<file path="src/rtl/note_scroller_pkg.sv">
// Shared types for the note scroller: lane codes, slot record, FSM states.
package note_pkg;
  localparam logic [1:0] LANE_RIGHT = 2'd0;
  localparam logic [1:0] LANE_UP    = 2'd1;
  localparam logic [1:0] LANE_DOWN  = 2'd2;
  localparam logic [1:0] LANE_LEFT  = 2'd3;

  localparam int SLOT_Y_W = 11;

  typedef struct packed {
    logic                active;
    logic [1:0]          lane;
    logic [SLOT_Y_W-1:0] y;
  } slot_t;

  typedef enum logic {IDLE, SWEEP} state_t;

  function automatic logic [2:0] popcnt4(input logic [3:0] v);
    return 3'(v[0]) + 3'(v[1]) + 3'(v[2]) + 3'(v[3]);
  endfunction
endpackage

</file>
<file path="src/rtl/note_scroller_if.sv">
// Spawn, button, slot-bus and scoring signals between game logic and note scroller.
interface note_scroller_if #(
  parameter int NUM_SLOTS = 8,
  parameter int Y_WIDTH   = 11
);
  logic                         vga_vs;
  logic                         spawn_valid;
  logic [1:0]                   spawn_lane;
  logic                         spawn_ready;
  logic [3:0]                   btn;
  logic [NUM_SLOTS-1:0]         slot_active;
  logic [2*NUM_SLOTS-1:0]       slot_lane;
  logic [Y_WIDTH*NUM_SLOTS-1:0] slot_y;
  logic [3:0]                   hit;
  logic [3:0]                   miss;
  logic [15:0]                  score;
  logic [7:0]                   combo;

  modport master (
    output vga_vs, spawn_valid, spawn_lane, btn,
    input  spawn_ready, slot_active, slot_lane, slot_y, hit, miss, score, combo
  );
  modport slave (
    input  vga_vs, spawn_valid, spawn_lane, btn,
    output spawn_ready, slot_active, slot_lane, slot_y, hit, miss, score, combo
  );
endinterface

</file>
<file path="src/rtl/note_scroller_lane_judge.sv">
// Per-lane hit search: lowest-index active slot of this lane inside the target window.
module lane_judge import note_pkg::*; #(
  parameter int NUM_SLOTS  = 8,
  parameter int Y_WIDTH    = 11,
  parameter int TARGET_Y   = 36,
  parameter int HIT_WINDOW = 12,
  localparam int IDX_W     = $clog2(NUM_SLOTS)
)(
  input  logic [1:0]                          i_lane,
  input  logic [NUM_SLOTS-1:0]                i_active,
  input  logic [NUM_SLOTS-1:0][1:0]           i_lanes,
  input  logic [NUM_SLOTS-1:0][Y_WIDTH-1:0]   i_y,
  output logic                                o_found,
  output logic [IDX_W-1:0]                    o_idx
);
  logic [NUM_SLOTS-1:0] w_match;

  always_comb begin
    o_found = 1'b0;
    o_idx   = '0;
    for (int i = 0; i < NUM_SLOTS; i++)
      w_match[i] = i_active[i] && (i_lanes[i] == i_lane) &&
                   (int'(i_y[i]) + HIT_WINDOW >= TARGET_Y) &&
                   (int'(i_y[i]) <= TARGET_Y + HIT_WINDOW);
    // walk downward so the lowest matching index wins
    for (int i = NUM_SLOTS-1; i >= 0; i--)
      if (w_match[i]) begin
        o_found = 1'b1;
        o_idx   = IDX_W'(i);
      end
  end
endmodule

</file>
<file path="src/rtl/note_scroller.sv">
// Note slot store: spawns notes, scrolls them once per frame, judges presses, keeps score.
module note_scroller import note_pkg::*; #(
  parameter int NUM_SLOTS  = 8,
  parameter int Y_WIDTH    = SLOT_Y_W,
  parameter int SPAWN_Y    = 480,
  parameter int TARGET_Y   = 36,
  parameter int SPEED      = 2,
  parameter int HIT_WINDOW = 12
)(
  input logic            clk,
  input logic            iRST_N,
  note_scroller_if.slave bus
);
  localparam int IDX_W    = $clog2(NUM_SLOTS);
  localparam int RETIRE_Y = TARGET_Y - HIT_WINDOW + SPEED;

  state_t                        r_state;
  logic [IDX_W-1:0]              r_idx;
  slot_t [NUM_SLOTS-1:0]         r_slot;
  logic                          r_vs_d1, r_vs_d2, r_run;
  logic [3:0]                    r_pend, r_hit, r_miss;
  logic [15:0]                   r_score;
  logic [7:0]                    r_combo;

  logic [NUM_SLOTS-1:0]              w_act;
  logic [NUM_SLOTS-1:0][1:0]         w_lanes;
  logic [NUM_SLOTS-1:0][Y_WIDTH-1:0] w_ys;
  logic [3:0]                        w_press, w_found, w_hit;
  logic [3:0][IDX_W-1:0]             w_jidx;
  logic                              w_tick, w_ready, w_accept, w_free_ok;
  logic [IDX_W-1:0]                  w_free_idx;
  logic [16:0]                       w_score_sum;
  logic [8:0]                        w_combo_sum;
  slot_t                             w_cur;

  genvar gi;
  generate
    for (gi = 0; gi < NUM_SLOTS; gi++) begin : g_slot
      assign w_act[gi]   = r_slot[gi].active;
      assign w_lanes[gi] = r_slot[gi].lane;
      assign w_ys[gi]    = r_slot[gi].y;
      assign bus.slot_active[gi]                 = r_slot[gi].active;
      assign bus.slot_lane[2*gi +: 2]            = r_slot[gi].lane;
      assign bus.slot_y[Y_WIDTH*gi +: Y_WIDTH]   = r_slot[gi].y;
    end
    for (gi = 0; gi < 4; gi++) begin : g_lane
      lane_judge #(
        .NUM_SLOTS(NUM_SLOTS), .Y_WIDTH(Y_WIDTH),
        .TARGET_Y(TARGET_Y), .HIT_WINDOW(HIT_WINDOW)
      ) u_judge (
        .i_lane(2'(gi)), .i_active(w_act), .i_lanes(w_lanes), .i_y(w_ys),
        .o_found(w_found[gi]), .o_idx(w_jidx[gi])
      );
    end
  endgenerate

  assign w_tick    = r_vs_d2 & ~r_vs_d1;
  assign w_press   = (r_state == IDLE) ? (bus.btn | r_pend) : 4'd0;
  assign w_hit     = w_press & w_found;
  assign w_free_ok = ~&w_act;
  assign w_ready   = r_run && (r_state == IDLE) && w_free_ok;
  assign w_accept  = bus.spawn_valid && w_ready;
  assign w_cur     = r_slot[r_idx];
  assign w_score_sum = {1'b0, r_score} + {14'd0, popcnt4(w_hit)};
  assign w_combo_sum = {1'b0, r_combo} + {6'd0, popcnt4(w_hit)};

  // free slot comes from registered state, so a slot freed by this cycle's hit is never reused
  always_comb begin
    w_free_idx = '0;
    for (int i = NUM_SLOTS-1; i >= 0; i--)
      if (!w_act[i]) w_free_idx = IDX_W'(i);
  end

  always_ff @(posedge clk or negedge iRST_N) begin
    if (!iRST_N) begin
      r_state <= IDLE;
      r_idx   <= '0;
      r_slot  <= '0;
      r_vs_d1 <= 1'b0;
      r_vs_d2 <= 1'b0;
      r_run   <= 1'b0;
      r_pend  <= '0;
      r_hit   <= '0;
      r_miss  <= '0;
      r_score <= '0;
      r_combo <= '0;
    end else begin
      r_vs_d1 <= bus.vga_vs;
      r_vs_d2 <= r_vs_d1;
      r_run   <= 1'b1;
      r_hit   <= w_hit;
      r_miss  <= '0;
      case (r_state)
        IDLE: begin
          r_pend <= '0;
          for (int l = 0; l < 4; l++)
            if (w_hit[l]) r_slot[w_jidx[l]].active <= 1'b0;
          if (|w_hit) begin
            r_score <= w_score_sum[16] ? 16'hFFFF : w_score_sum[15:0];
            r_combo <= w_combo_sum[8]  ? 8'hFF    : w_combo_sum[7:0];
          end
          if (w_accept)
            r_slot[w_free_idx] <= '{active: 1'b1, lane: bus.spawn_lane,
                                    y: SLOT_Y_W'(SPAWN_Y)};
          if (w_tick) begin
            r_state <= SWEEP;
            r_idx   <= '0;
          end
        end
        SWEEP: begin
          r_pend <= r_pend | bus.btn;
          if (w_cur.active) begin
            if (int'(w_cur.y) < RETIRE_Y) begin
              r_slot[r_idx].active <= 1'b0;
              r_miss[w_cur.lane]   <= 1'b1;
              r_combo              <= '0;
            end else begin
              r_slot[r_idx].y <= w_cur.y - SLOT_Y_W'(SPEED);
            end
          end
          if (r_idx == IDX_W'(NUM_SLOTS-1)) r_state <= IDLE;
          r_idx <= r_idx + 1'b1;
        end
        default: r_state <= IDLE;
      endcase
    end
  end

  assign bus.spawn_ready = w_ready;
  assign bus.hit         = r_hit;
  assign bus.miss        = r_miss;
  assign bus.score       = r_score;
  assign bus.combo       = r_combo;
endmodule

</file>
<file path="src/flat_wrapper.sv">
// flat-port wrapper written by rule: the top's interface ports become plain ports
module note_scroller_flat import note_pkg::*;
#(
  parameter int NUM_SLOTS  = 8,
  parameter int Y_WIDTH    = SLOT_Y_W,
  parameter int SPAWN_Y    = 480,
  parameter int TARGET_Y   = 36,
  parameter int SPEED      = 2,
  parameter int HIT_WINDOW = 12
)
  (clk, iRST_N, bus_vga_vs, bus_spawn_valid, bus_spawn_lane, bus_btn, bus_spawn_ready, bus_slot_active, bus_slot_lane, bus_slot_y, bus_hit, bus_miss, bus_score, bus_combo);
  note_scroller_if #(.NUM_SLOTS(NUM_SLOTS), .Y_WIDTH(Y_WIDTH)) bus_i ();
  input logic clk;
  input logic iRST_N;
  input wire logic [$bits(bus_i.vga_vs)-1:0] bus_vga_vs;
  input wire logic [$bits(bus_i.spawn_valid)-1:0] bus_spawn_valid;
  input wire logic [$bits(bus_i.spawn_lane)-1:0] bus_spawn_lane;
  input wire logic [$bits(bus_i.btn)-1:0] bus_btn;
  output wire logic [$bits(bus_i.spawn_ready)-1:0] bus_spawn_ready;
  output wire logic [$bits(bus_i.slot_active)-1:0] bus_slot_active;
  output wire logic [$bits(bus_i.slot_lane)-1:0] bus_slot_lane;
  output wire logic [$bits(bus_i.slot_y)-1:0] bus_slot_y;
  output wire logic [$bits(bus_i.hit)-1:0] bus_hit;
  output wire logic [$bits(bus_i.miss)-1:0] bus_miss;
  output wire logic [$bits(bus_i.score)-1:0] bus_score;
  output wire logic [$bits(bus_i.combo)-1:0] bus_combo;
  assign bus_i.vga_vs = bus_vga_vs;
  assign bus_i.spawn_valid = bus_spawn_valid;
  assign bus_i.spawn_lane = bus_spawn_lane;
  assign bus_i.btn = bus_btn;
  assign bus_spawn_ready = bus_i.spawn_ready;
  assign bus_slot_active = bus_i.slot_active;
  assign bus_slot_lane = bus_i.slot_lane;
  assign bus_slot_y = bus_i.slot_y;
  assign bus_hit = bus_i.hit;
  assign bus_miss = bus_i.miss;
  assign bus_score = bus_i.score;
  assign bus_combo = bus_i.combo;
  note_scroller #(.NUM_SLOTS(NUM_SLOTS), .Y_WIDTH(Y_WIDTH), .SPAWN_Y(SPAWN_Y), .TARGET_Y(TARGET_Y), .SPEED(SPEED), .HIT_WINDOW(HIT_WINDOW)) u_core (.clk(clk), .iRST_N(iRST_N), .bus(bus_i));
endmodule
</file>
<file path="config.mk">
export PLATFORM = sky130hd
export DESIGN_NAME = note_scroller_flat
export DESIGN_NICKNAME = d
export VERILOG_FILES = /design/src/rtl/note_scroller_pkg.sv /design/src/rtl/note_scroller_if.sv /design/src/rtl/note_scroller_lane_judge.sv /design/src/rtl/note_scroller.sv /design/src/flat_wrapper.sv
export SDC_FILE = /design/constraint.sdc
export NUM_CORES = 1
export LEC_CHECK = 0
export ABC_AREA = 1
export BUFFER_PORTS_ARGS = -buffer_cell sky130_fd_sc_hd__buf_4
export CELL_PAD_IN_SITES_DETAIL_PLACEMENT = 2
export CELL_PAD_IN_SITES_GLOBAL_PLACEMENT = 2
export CORE_MARGIN = 2
export CORE_UTILIZATION = 32
export DETAILED_ROUTE_END_ITERATION = 10
export HOLD_SLACK_MARGIN = 0.02
export PLACE_DENSITY = 0.81
export SLEW_MARGIN = 5
export SYNTH_ARGS = -nofsm -noshare
export SYNTH_HDL_FRONTEND = slang
export SYNTH_HIERARCHICAL = 1
export SYNTH_SLANG_ARGS = --single-unit
</file>
<file path="constraint.sdc">
create_clock -name clk -period 6.1 [get_ports clk]
set_clock_uncertainty 0.2 [all_clocks]
set_input_delay 0.61 -clock clk [delete_from_list [all_inputs] [get_ports clk]]
set_output_delay 0.61 -clock clk [all_outputs]
set_load 0.03 [all_outputs]
</file>
-- After elaboration in Yosys (flattened, before gate mapping)
Index checks and enable logic that the tools add are counted.
- register bits after elaboration: 155
- bits in latches: 0
- RAM bits: 0
- bits in read-only memories: 0
- bits of input ports: 10
- logic and storage cells: 358
- memories: 0
- add/subtract/negate cells: 15
- multipliers: 0
- divide/modulo/power cells: 0
- $lt $le $gt $ge: 31
- equal/unequal tests: 29
- shifts and indexed selects: 0
- muxes and demuxes: 125
- bitwise operators: 5
- reduce and logical (&&, ||, !) cells: 119
- operators by type and width (cell ; number):
    2-to-1 mux 112 bit ; 11
    bitwise mux 112 bit ; 7
    demux 14 bit (select 3 bit) ; 7
    one-hot mux 112 bit (2 select lines) ; 1
    2-to-1 mux 3 bit ; 41
    logical AND 1 bit ; 106
    2-to-1 mux 14 bit ; 7
    adder 11 x 4 -> 12 bit, second input constant ; 8
    greater-or-equal comparator 12 x 6 -> 1 bit, second input constant ; 8
    <= comparator 11 x 6 -> 1 bit, second input constant ; 8
    binary-select mux 14 bit (select 3 bit) ; 1
    2-to-1 mux 1 bit ; 35
    equality test 2 bit, second input constant ; 16
    2-to-1 mux 8 bit ; 4
    < comparator 3 x 4 -> 1 bit, second input constant ; 6
    greater-or-equal comparator 3 x 1 -> 1 bit, second input constant ; 6
    adder 16 x 3 -> 17 bit ; 1
    equality test 2 x 1 -> 1 bit, second input constant ; 8
    logical NOT 2 bit ; 8
    2-to-1 mux 16 bit ; 1
    2-to-1 mux 4 bit ; 4
    one-hot mux 8 bit (2 select lines) ; 1
    < comparator 11 x 5 -> 1 bit, second input constant ; 1
    2-to-1 mux 11 bit ; 1
    other kinds (23) ; 27

-- Depth between registers and ports, before layout
Gate-level depths: netlist of the first run.
- word-level depth: 31
- depth in mapped cells: 30
- mapped depth without buffers: 30

-- Cells and area by module
The synthesis of the first run kept the hierarchy.
- modules (own cells, without submodules) (module ; times used ; cells an instance ; area each (sq um)):
    note_scroller ; 1 ; 1263 ; 8957.3
    lane_judge ; 4 ; 168 ; 828.3

-- Least setup slack after synthesis of the first run
Ideal clock, no wire load.
- kind: reg2reg
- start: reg u_core.r_slot, in the netlist u_core/bus.slot_y[79]
- end: reg u_core.r_score[10], in the netlist u_core/bus.score[10]
- arrival time: 4788 ps
- path slack: 1036 ps
- cell stages (with the launch flop): 25
- path buffers: 0
- cell sequence: dfrtp_1 > inv_1 > ha_1 > nor2_1 > nor2_1 > nand2_1 > nand2_1 > o21ai_1 > nor2_1 > nand2_1 > inv_1 > nor3_1 > fa_1 > ha_1 > ha_1 > inv_1 > fa_1 > o21ai_0 > nand3_1 > nor2_1 > inv_1 > nor2_1 > inv_1 > or2_2 > nand3_1
- word-level cells in the longest chain between the ends: 18
- elaborated cells on any way between the ends: 51
- RTL lines (what ; RTL line ; RTL):
    start: declaration ; note_scroller.sv:19 ; slot_t [NUM_SLOTS-1:0] r_slot;
    start signal: indexed assignment ; note_scroller.sv:103 ; r_slot[w_free_idx] <= '{active: 1'b1, lane: bus.spawn_lane,
    adder 11 x 4 -> 12 bit ; note_scroller_lane_judge.sv:23 ; (int'(i_y[i]) + HIT_WINDOW >= TARGET_Y) &&
    greater-or-equal comparator 12 x 6 -> 1 bit ; note_scroller_lane_judge.sv:23 ;
    logical AND 1 bit ; note_scroller_lane_judge.sv:22 ; w_match[i] = i_active[i] && (i_lanes[i] == i_lane) &&
    logical AND 1 bit (*) ; note_scroller_lane_judge.sv:23 ;
    2-to-1 mux 1 bit (*) (8 in series) ; note_scroller_lane_judge.sv:27 ; if (w_match[i]) begin
    net u_core.w_found[1] ; note_scroller.sv:28 ; logic [3:0] w_press, w_found, w_hit;
    AND 4 bit (*) ; note_scroller.sv:59 ; assign w_hit = w_press & w_found;
    net u_core.w_hit[1] ; note_scroller.sv:28 ;
    adder 1 x 1 -> 2 bit ; note_scroller_pkg.sv:19 ; return 3'(v[0]) + 3'(v[1]) + 3'(v[2]) + 3'(v[3]);
    adder 3 x 1 -> 3 bit (2 in series) ; note_scroller_pkg.sv:19 ;
    adder 16 x 3 -> 17 bit ; note_scroller.sv:64 ; assign w_score_sum = {1'b0, r_score} + {14'd0, popcnt4(w_hit)};
    2-to-1 mux 16 bit ; note_scroller.sv:99 ; r_score <= w_score_sum[16] ? 16'hFFFF : w_score_sum[15:0];
    end signal: assignment ; note_scroller.sv:99 ;
    end: declaration ; note_scroller.sv:22 ; logic [15:0] r_score;
The timed path passes the listed nets; every way through them passes the cells marked *.
A chain may end at the register's enable or synchronous reset.

-- Worst setup path in the final report of the first run
- start: reg u_core.r_slot, in the netlist u_core/bus.slot_y[80]
- end: reg u_core.r_score[10], in the netlist u_core/bus.score[10]
Same word-level chain as after synthesis.

==> results of run 1 <==
==> cells in the final DEF, fill, tap and decap left out, types with 11 or more instances in the layout <==
| master | count |
|---|---|
| xor2_1 | 25 |
| or2_1 | 12 |
| nor2_1 | 257 |
| nor3_1 | 34 |
| o21ai_1 | 38 |
| nand2_1 | 690 |
| buf_4 | 169 |
| a211oi_1 | 16 |
| nand3_1 | 108 |
| clkbuf_16 | 17 |
| nor4_1 | 24 |
| a21o_1 | 12 |
| xnor2_1 | 12 |
| nand4_1 | 47 |
| inv_1 | 214 |
| ha_1 | 23 |
| o21ai_0 | 75 |
| nand3b_1 | 11 |
| a21oi_1 | 40 |
| dfrtp_1 | 153 |
==> per-stage QoR <==
step / TNS, ns / worst slack [ns]
after global placement: 0 / 0.744
after detailed placement: 0 / 0.375
final: 0 / 0.393
after global routing: -0.0282 / -0.00949
after floorplan: 0 / 1.04
after CTS: 0 / 0.318
==> layer usage <==
layer / track usage, % / wire length, um / vias to the layer above
met2: 52.9 / 29600 / 372
met4: 14.8 / 2890 / 0
li1: - / - / 6468
met1: 40.8 / 27000 / 7358
met5: 0 / 0 / -
met3: 4.69 / 3060 / 126
==> sequential cells by signal, indices dropped and copies added, names as in the netlist <==
name                    flops
u_core/bus.slot_lane       16
u_core/bus.score           16
u_core/r_pend               4
u_core/bus.slot_y          88
u_core/bus.miss             4
u_core/bus.slot_active      8
u_core/bus.combo            8
u_core/r_vs_d2              1
u_core/r_run                1
u_core/r_idx                3
u_core/r_vs_d1              1
u_core/bus.hit              4
u_core/r_state              1
==> worst reg2reg max path: cells and delay by family (launching register included) <==
kind / cells / cell delay (ns)
compound gates: 2 / 0.77
flops: 1 / 0.46
fa+ha+maj: 5 / 1.66
buf+inv: 7 / 0.77
simple gates: 14 / 1.80
==> synthesized netlist by cell type, drive strengths merged (12+ instances only) <==
cell type / number
a21oi: 48
nand3: 110
or2: 18
nor4: 24
a21o: 12
dfrtp: 155
buf: 33
a211oi: 16
xor2: 27
xnor2: 12
nand4: 47
nand2: 701
o21ai: 117
nor2: 263
inv: 233
nor3: 38
ha: 23
==> cells by family (layout without fill, tap and decap cells) <==
family | count (synthesis) | after routing | share of synthesized area, %
other cells | 2 | 9 | 0.0612
mux | 1 | 1 | 0.0918
xor+xnor | 39 | 39 | 2.78
fa+ha+maj | 26 | 26 | 2.83
flops | 155 | 155 | 31.6
simple gates | 1213 | 1213 | 41.8
buf+inv | 275 | 436 | 10.1
compound gates | 224 | 224 | 10.8
==> power groups by stage <==
stage | Combinational (mW) | Sequential, mW | Clock, mW
CTS | 4.59 | 2.05 | 1.25
floorplan | 2.43 | 2.22 | 0
global placement | 4.37 | 2.04 | 0
global route | 5.01 | 2.12 | 1.29
finish | 4.68 | 2.05 | 1.23
detailed placement | 4.56 | 2.06 | 0
==> path summary, 6_finish.rpt <==
check                                        endpoint  slack (ns)  depth (start not counted)
worst max-delay path             u_core/bus.score[10]        0.39                         28
worst min-delay path            u_core/bus.slot_y[34]        0.02                          1
worst max register to register   u_core/bus.score[10]        0.39                         28
worst min register to register         u_core/r_vs_d2        0.21                          0
max in group asynchronous             u_core/r_idx[0]        4.56                          2
min in group clk                       u_core/r_vs_d1        0.07                          1
==> what timing repair did <==
| action | in CTS | in global routing |
|---|---|---|
| hold buffers | 0 | 0 |
| gates resized for setup | 0 | 1 |
| endpoints found under the setup margin | 0 | 10 |
==> layout make-up <==
cell class / count / area (um^2)
fillers: 4730 / 23200
flip-flops and latches: 155 / 3880
clock buffers: 19 / 453
well taps: 511 / 639
multi-input cells: 1512 / 7190
repair buffers: 170 / 1280
inverters: 234 / 906
clock inverters: 13 / 203
==> impl_metrics.csv, run 1 <==
group,metric,value,unit
yosys,synth_warnings,6,
critical_path,crit_family,"simple AND/OR/NAND/NOR gates",
critical_path,cp.required,6.27,ns
cts,clkLatencyLatePin,0.45,ns
sta,period_share,93.6,%
pwr,leakage,7.38,nW
pwr,power_switching,4.73,mW
floorplanning,die_height,200,um
pwr,vdd_drop_max,0.266,mV
sta,rsz0062_at_grt,"yes",
critical_path,slowest_stage,"dfrtp_1",
pwr,pwr-share-comb,58.7,%
critical_path,cp-end-kind,"flop",
cells_and_area,area_growth_syn_to_layout,18.6,%
placed_design,numPortBuffers,154,
yosys,yosysTopAreaCell,"dfrtp_1",
floorplanning,start_util,32.5,%
hold_path,hold_path.class,"in2async",
yosys,synthCells,1935,
cells_and_area,fin_area,14600,um^2
critical_path,crit_path_start_kind,"flop",
sta,fin_crit,5.71,ns
global_routing,antenna_found_initial,0,
route,vias_per_cell,5.48,
pwr,seqPwrFrac,25.8,%
cts,clock_sinks,155,
critical_path,crit_type,"reg2reg",
yosys,synth_area_leaders,"dfrtp_1, nand2_1, nor2_1",
cells_and_area,nets,2126,
yosys,yosys.area.top_type_share,31.6,%
route,drt_pass1_iterations,5,
floorplanning,core,37800,um^2
route,drt-initial-drc-count,979,
pwr,p_int,3.23,mW
sta,fmax,175,MHz
cts,cts_tree,"done",
yosys,synth_edf_count,0,
yosys,ys.flop_type,"dfrtp_1",
sta,hold_violations,0,
sta,worstMarginPinSlew,1.03,ns
floorplanning,dieArea,39900,um^2
critical_path,crit_fanout,9,
global_routing,grt_pass1_vias,15200,
yosys,async_reset_ff_share,100,%
sta,setup-violations-final,0,
critical_path,max_stage_delay,0.46,ns
floorplanning,rows,71,
sta,slew_headroom,31.2,%
global_routing,overflow,0,
cts,path_clk_slew,0.07,ns
yosys,yosysUniqueCellTypes,53,
cts,cts.htree.levels,4,
route,vias,14300,
cells_and_area,fin_util,38.6,%
cells_and_area,drive_gt1_share,12.5,%
route,wl_per_cell,23.9,um
floorplanning,die_w,200,um
route,ant_nets,0,
cts,cts_setup_buffers,0,
critical_path,r2r-start,"u_core/bus.slot_y[80]",
global_routing,grt_pass1_wl,94300,um
sta,fin_hold_ws,0.0152,ns
pwr,swShare,59.4,%
placed_design,placed_cells,2582,
yosys,syn_avg_cell_area,6.34,um^2
placed_design,hpwlAfterDp,47200,um
yosys,yosysSeqAreaShare,31.6,%
cts,cts-root-buf,"clkbuf_16",
yosys,synth_area,12300,um^2
route,drc,0,
flow_run,cap_violations,0,
cts,numCtsBuffers,17,
placed_design,place_congestion,0.938,
global_routing,grt_usage,31.9,%
pwr,powerDensity,547,nW/um^2
floorplanning,pin_count,155,
sta,slew_violations,0,
cts,clk_path_buf_depth,2,
pwr,p_total,7.96,mW
pwr,clock_power_share,15.5,%
global_routing,grt_max_degree,81,
critical_path,arrival,5.88,ns
cells_and_area,antennaDiodeCount,0,
critical_path,cp-startpoint,"u_core/bus.slot_y[80]",
status,status,"finished clean",
cells_and_area,layoutNonFillerInstCount,2614,
yosys,synth-seq-cells,155,
placed_design,placed_area,13900,um^2
critical_path,critPathBufInv,7,
route,drt-total-wl,62600,um
No activity file was read; power rests on OpenSTA's default activity.
==> inputs of run 2 (changes only) <==
- CORE_UTILIZATION: 32 -> 29
- PLACE_DENSITY: 0.81 -> 0.78
- clock period: 6.1 -> 4.8 ns (I/O delays scaled with it)
==> run 2 against run 1 <==
Effect of this change: clock power up 14%; utilization decreased by 1.8 points; non-clock buffer count is 89 higher; worst hold slack improved by 0.073 ns.
==> impl_metrics.csv, run 2 (synthesis gave the netlist of run 1 again) <==
group,metric,value,unit
hold_path,hold_path.class,"in2reg",
cells_and_area,fin_util,36.7,%
floorplanning,core,41900,um^2
cts,cts_tree,"done",
route,drt_pass1_iterations,5,
sta,tns,0,ns
floorplanning,die_w,210,um
placed_design,hpwlAfterDp,48900,um
cts,path_clk_slew,0.07,ns
route,drt-total-wl,65000,um
cells_and_area,area_growth_syn_to_layout,25.3,%
cells_and_area,largest_reg_flops,88,
pwr,leakage,7.79,nW
critical_path,cp_common_cell,"nand2_1",
sta,fin_hold_ws,0.0880,ns
pwr,p_int,4.21,mW
sta,slew_violations,0,
sta,period_share,96.5,%
sta,worstMarginPinSlew,0.985,ns
cts,clkLatencyLatePin,0.47,ns
global_routing,overflow,0,
global_routing,grt_max_degree,89,
global_routing,grt_pass1_vias,15300,
flow_run,cap_violations,0,
sta,setup_ws,0.170,ns
critical_path,crit_path_start_kind,"flop",
global_routing,grt_pass1_wl,95900,um
placed_design,place_congestion,0.929,
route,drt-initial-drc-count,911,
pwr,clock_power_share,13.5,%
route,ant_nets,0,
route,wl_per_cell,23.8,um
pwr,vdd_drop_max,0.317,mV
cts,cts.htree.levels,4,
pwr,powerDensity,673,nW/um^2
floorplanning,die_height,210,um
cells_and_area,layout_common_cells,"nand2_1, buf_4, nor2_1",
critical_path,slowest_stage,"fa_1",
cells_and_area,nets,2215,
cts,clk_path_buf_depth,2,
sta,hold_violations,0,
critical_path,arrival,4.77,ns
cells_and_area,n_fill_cell,5155,
cts,numCtsBuffers,17,
critical_path,crit_fanout,8,
cells_and_area,drive_gt1_share,17.7,%
cts,clock_sinks,155,
sta,setup-violations-final,0,
critical_path,crit_type,"reg2reg",
route,vias_per_cell,5.36,
floorplanning,dieArea,44000,um^2
global_routing,antenna_found_initial,0,
global_routing,grt_usage,29.4,%
placed_design,place_ws,-0.210,ns
pwr,pwr-share-comb,63.0,%
critical_path,max_stage_delay,0.48,ns
cells_and_area,layout_commonest_cell,"nand2_1",
pwr,seqPwrFrac,23.5,%
critical_path,r2r_setup_slack,0.17,ns
sta,fin_crit,4.63,ns
sta,fmax,216,MHz
cts,cts-root-buf,"clkbuf_16",
critical_path,cp.required,4.94,ns
floorplanning,rows,75,
placed_design,numPortBuffers,154,
floorplanning,start_util,29.3,%
route,drc,0,
floorplanning,pin_count,155,
route,vias,14700,
pwr,power_switching,6.13,mW
sta,slew_headroom,34.3,%
critical_path,cp-end-kind,"flop",
pwr,swShare,59.3,%
status,status,"finished clean",
-- run 2: cell types whose count changed in the layout (fill, tap and decap cells not counted), sizes merged --
cell	delta
clkinv	+2
diode	+1
bufinv	-2
buf	+87
inv	-7
clkinvlp	+5
clkbuf	+2
dlygate4sd3	+2
-- run 2: layout make-up --
| class | instances | area, um^2 | area share [%] |
|---|---|---|---|
| clock inverters | 11 | 121 | 0.789 |
| clock buffers | 21 | 450 | 2.93 |
| repair buffers | 259 | 1960 | 12.7 |
| multi-input cells | 1512 | 7370 | 47.9 |
| flip-flops and latches | 155 | 3890 | 25.3 |
| well taps | 539 | 674 | 4.39 |
| diodes | 1 | 2.50 | 0.0163 |
| inverters | 234 | 906 | 5.89 |
-- run 2: power by group through the flow --
stage                     Clock, mW  Sequential, mW  Combinational [mW]
after detailed placement          0            2.43                6.24
after CTS                      1.43            2.41                6.34
after global routing           1.46            2.51                6.92
after global placement            0            2.40                6.04
after floorplan                   0            2.82                3.08
final                          1.40            2.43                6.52
-- run 2: routing by layer --
metal / vias to the layer above / track usage (%) / routed length [um]
li1: 6646 / - / -
met1: 7448 / 38.1 / 28300
met2: 437 / 49.1 / 30800
met3: 119 / 3.77 / 3220
met4: 0 / 12.8 / 2770
met5: - / 0 / 0
-- run 2: worst max-delay path, delay by kind of cell, from the launching register on --
kind,cells,cell delay [ns]
flip-flops,1,0.46
buffers and inverters,7,0.77
AO/OA/AOI/OAI,2,0.22
adder cells (fa/ha/maj),5,1.47
AND/OR/NAND/NOR,15,1.37
-- run 2: repair_timing --
item / 4_1_cts / 5_1_grt
pin swaps: 5 / 16
endpoints found under the setup margin: 20 / 24
buffers inserted: 7 / 9
gates cloned: 0 / 0
endpoints found under the hold margin: 87 / 0
hold buffers: 2 / 0
gates resized for setup: 15 / 44
-- run 2: worst paths after layout --
check,to,from,depth (start not counted)
hold reg to reg,u_core/r_vs_d2,u_core/r_vs_d1,0
setup / recovery,u_core/bus.combo[6],u_core/bus.slot_y[79],29
max in group asynchronous,u_core/bus.slot_y[1],iRST_N,3
min in group asynchronous,u_core/bus.slot_y[37],iRST_N,2
setup reg to reg,u_core/bus.combo[6],u_core/bus.slot_y[79],29
hold / removal,u_core/r_pend[0],bus_btn[0],3
-- run 2: stage by stage --
stage	cells	power, mW	area (um^2)
after floorplan	1942	5.90	12300
after global placement	2681	8.44	14500
after detailed placement	2681	8.67	14500
after CTS	2722	10.2	15200
after global routing	2731	10.9	15400
final	2732	10.3	15400
==> inputs of run 3 (changes only) <==
- CELL_PAD_IN_SITES_DETAIL_PLACEMENT: 2 -> 0
- CELL_PAD_IN_SITES_GLOBAL_PLACEMENT: 2 -> 1
- CORE_MARGIN: 2 -> 3
- CORE_UTILIZATION: 29 -> 38
==> run 3 against run 2 <==
Effect of this change: wire length shrank 17%; register-to-register slack is essentially flat; largest power group unchanged; cell area is 2.3% lower.
==> impl_metrics.csv, run 3 (synthesis gave the netlist of run 1 again) <==
group,metric,value,unit
cells_and_area,drive_gt1_share,17.2,%
status,status,"finished clean",
cells_and_area,fin_util,47.4,%
critical_path,arrival,4.77,ns
cells_and_area,area_growth_syn_to_layout,22.5,%
sta,hold_violations,0,
pwr,vdd_drop_max,0.389,mV
global_routing,grt_pass1_wl,79500,um
cts,cts.htree.levels,4,
placed_design,place_congestion,0.958,
floorplanning,rows,65,
floorplanning,die_height,186,um
cts,cts-root-buf,"clkbuf_16",
cts,cts_tree,"done",
cts,numCtsBuffers,17,
cells_and_area,nets,2200,
route,drt_pass1_iterations,5,
global_routing,grt_usage,30.9,%
global_routing,antenna_found_initial,0,
floorplanning,start_util,38.7,%
sta,fin_hold_ws,0.101,ns
route,wl_per_cell,20.8,um
floorplanning,core,31700,um^2
pwr,leakage,7.67,nW
sta,setup-violations-final,0,
floorplanning,die_w,186,um
global_routing,grt_pass1_vias,12900,
cts,clkLatencyLatePin,0.44,ns
pwr,powerDensity,652,nW/um^2
cells_and_area,layout_common_cells,"nand2_1, nor2_1, buf_4",
critical_path,cp.required,4.94,ns
global_routing,grt_max_degree,83,
cells_and_area,largest_reg_flops,88,
placed_design,placed_area,14200,um^2
floorplanning,dieArea,34500,um^2
route,drt-initial-drc-count,1695,
sta,period_share,96.4,%
placed_design,placed_cells,2534,
critical_path,crit_type,"reg2reg",
cells_and_area,layoutNonFillerInstCount,2579,
cts,path_clk_slew,0.07,ns
route,drc,0,
placed_design,numPortBuffers,154,
route,drt-total-wl,53800,um
flow_run,cap_violations,0,
cts,clock_sinks,155,
route,vias,14100,
sta,slew_violations,0,
cells_and_area,fin_area,15000,um^2
route,ant_nets,0,
critical_path,crit_path_start_kind,"flop",
cells_and_area,layout_commonest_cell,"nand2_1",
route,vias_per_cell,5.45,
cells_and_area,antennaDiodeCount,0,
floorplanning,pin_count,155,
sta,fmax,216,MHz
cts,clk_path_buf_depth,2,
global_routing,overflow,0,
pwr,p_total,9.80,mW
hold_path,hold_path.class,"in2reg",
critical_path,crit_fanout,7,
sta,slew_headroom,31.6,%
placed_design,hpwlAfterDp,39500,um
sta,fin_crit,4.62,ns
critical_path,cp-end-kind,"flop",
sta,worstMarginPinSlew,1.02,ns
==> run 3: timing repair <==
item	4_1_cts	5_1_grt
endpoints found under the hold margin	74	0
pin swaps	0	14
hold buffers	2	0
endpoints found under the setup margin	2	24
gates resized for setup	1	47
buffers inserted	0	11
==> run 3: layout make-up <==
| type | count | area, um^2 |
|---|---|---|
| clock buffer | 24 | 482 |
| multi-input combinational | 1512 | 7320 |
| sequential | 155 | 3890 |
| tap | 402 | 503 |
| timing repair buffer | 244 | 1860 |
| clock inverter | 8 | 62.6 |
| fill | 3368 | 16700 |
| inverter | 234 | 906 |
==> run 3: critical path, cell delays in order (launching register included) <==
cell      delay (ns)
dfrtp_2         0.44
or2_1           0.23
o211ai_1        0.19
nand4_1         0.20
o21ai_2         0.27
nor2_1          0.07
nand2_1         0.08
inv_1           0.05
nor2_1          0.09
nand2_1         0.08
inv_2           0.08
fa_1            0.43
ha_2            0.21
ha_4            0.27
inv_1           0.06
buf_4           0.14
fa_1            0.42
inv_1           0.07
nand2_1         0.06
nand2_1         0.08
nand2_1         0.06
nor2_2          0.15
nand2_1         0.09
nor2_2          0.15
nand2_2         0.10
o21ai_0         0.10
nand2_1         0.08
o21ai_0         0.09
==> run 3: through the flow <==
step	setup slack, ns	setup TNS (ns)
final	0.175	0
after floorplan	0.115	0
after detailed placement	0.0374	0
after CTS	0.00651	0
after global placement	0.0833	0
after global routing	-0.00837	-0.0235
==> run 3: per-layer routing <==
metal	global-route usage, %	routed length (um)	vias up
met5	0	0	-
met2	48.5	24100	666
li1	-	-	6632
met3	5.08	4540	92
met1	43.2	23300	6668
met4	10.8	1870	0
==> run 3: worst paths after layout <==
kind / start / end / slack, ns / depth (start not counted)
max in group asynchronous: iRST_N / u_core/bus.slot_y[36] / 2.99 / 3
hold reg to reg: u_core/r_vs_d1 / u_core/r_vs_d2 / 0.21 / 0
hold / removal: bus_btn[2] / u_core/r_pend[2] / 0.10 / 3
setup / recovery: u_core/bus.slot_y[0] / u_core/bus.combo[4] / 0.18 / 27
min in group asynchronous: iRST_N / u_core/bus.combo[6] / 0.43 / 2
setup reg to reg: u_core/bus.slot_y[0] / u_core/bus.combo[4] / 0.18 / 27
==> run 3: report_power, final <==
part	switching (mW)	internal, mW	total, mW
combinational	4.32	1.72	6.05
sequential	0.802	1.65	2.46
clock	0.595	0.708	1.30
total	5.72	4.08	9.80
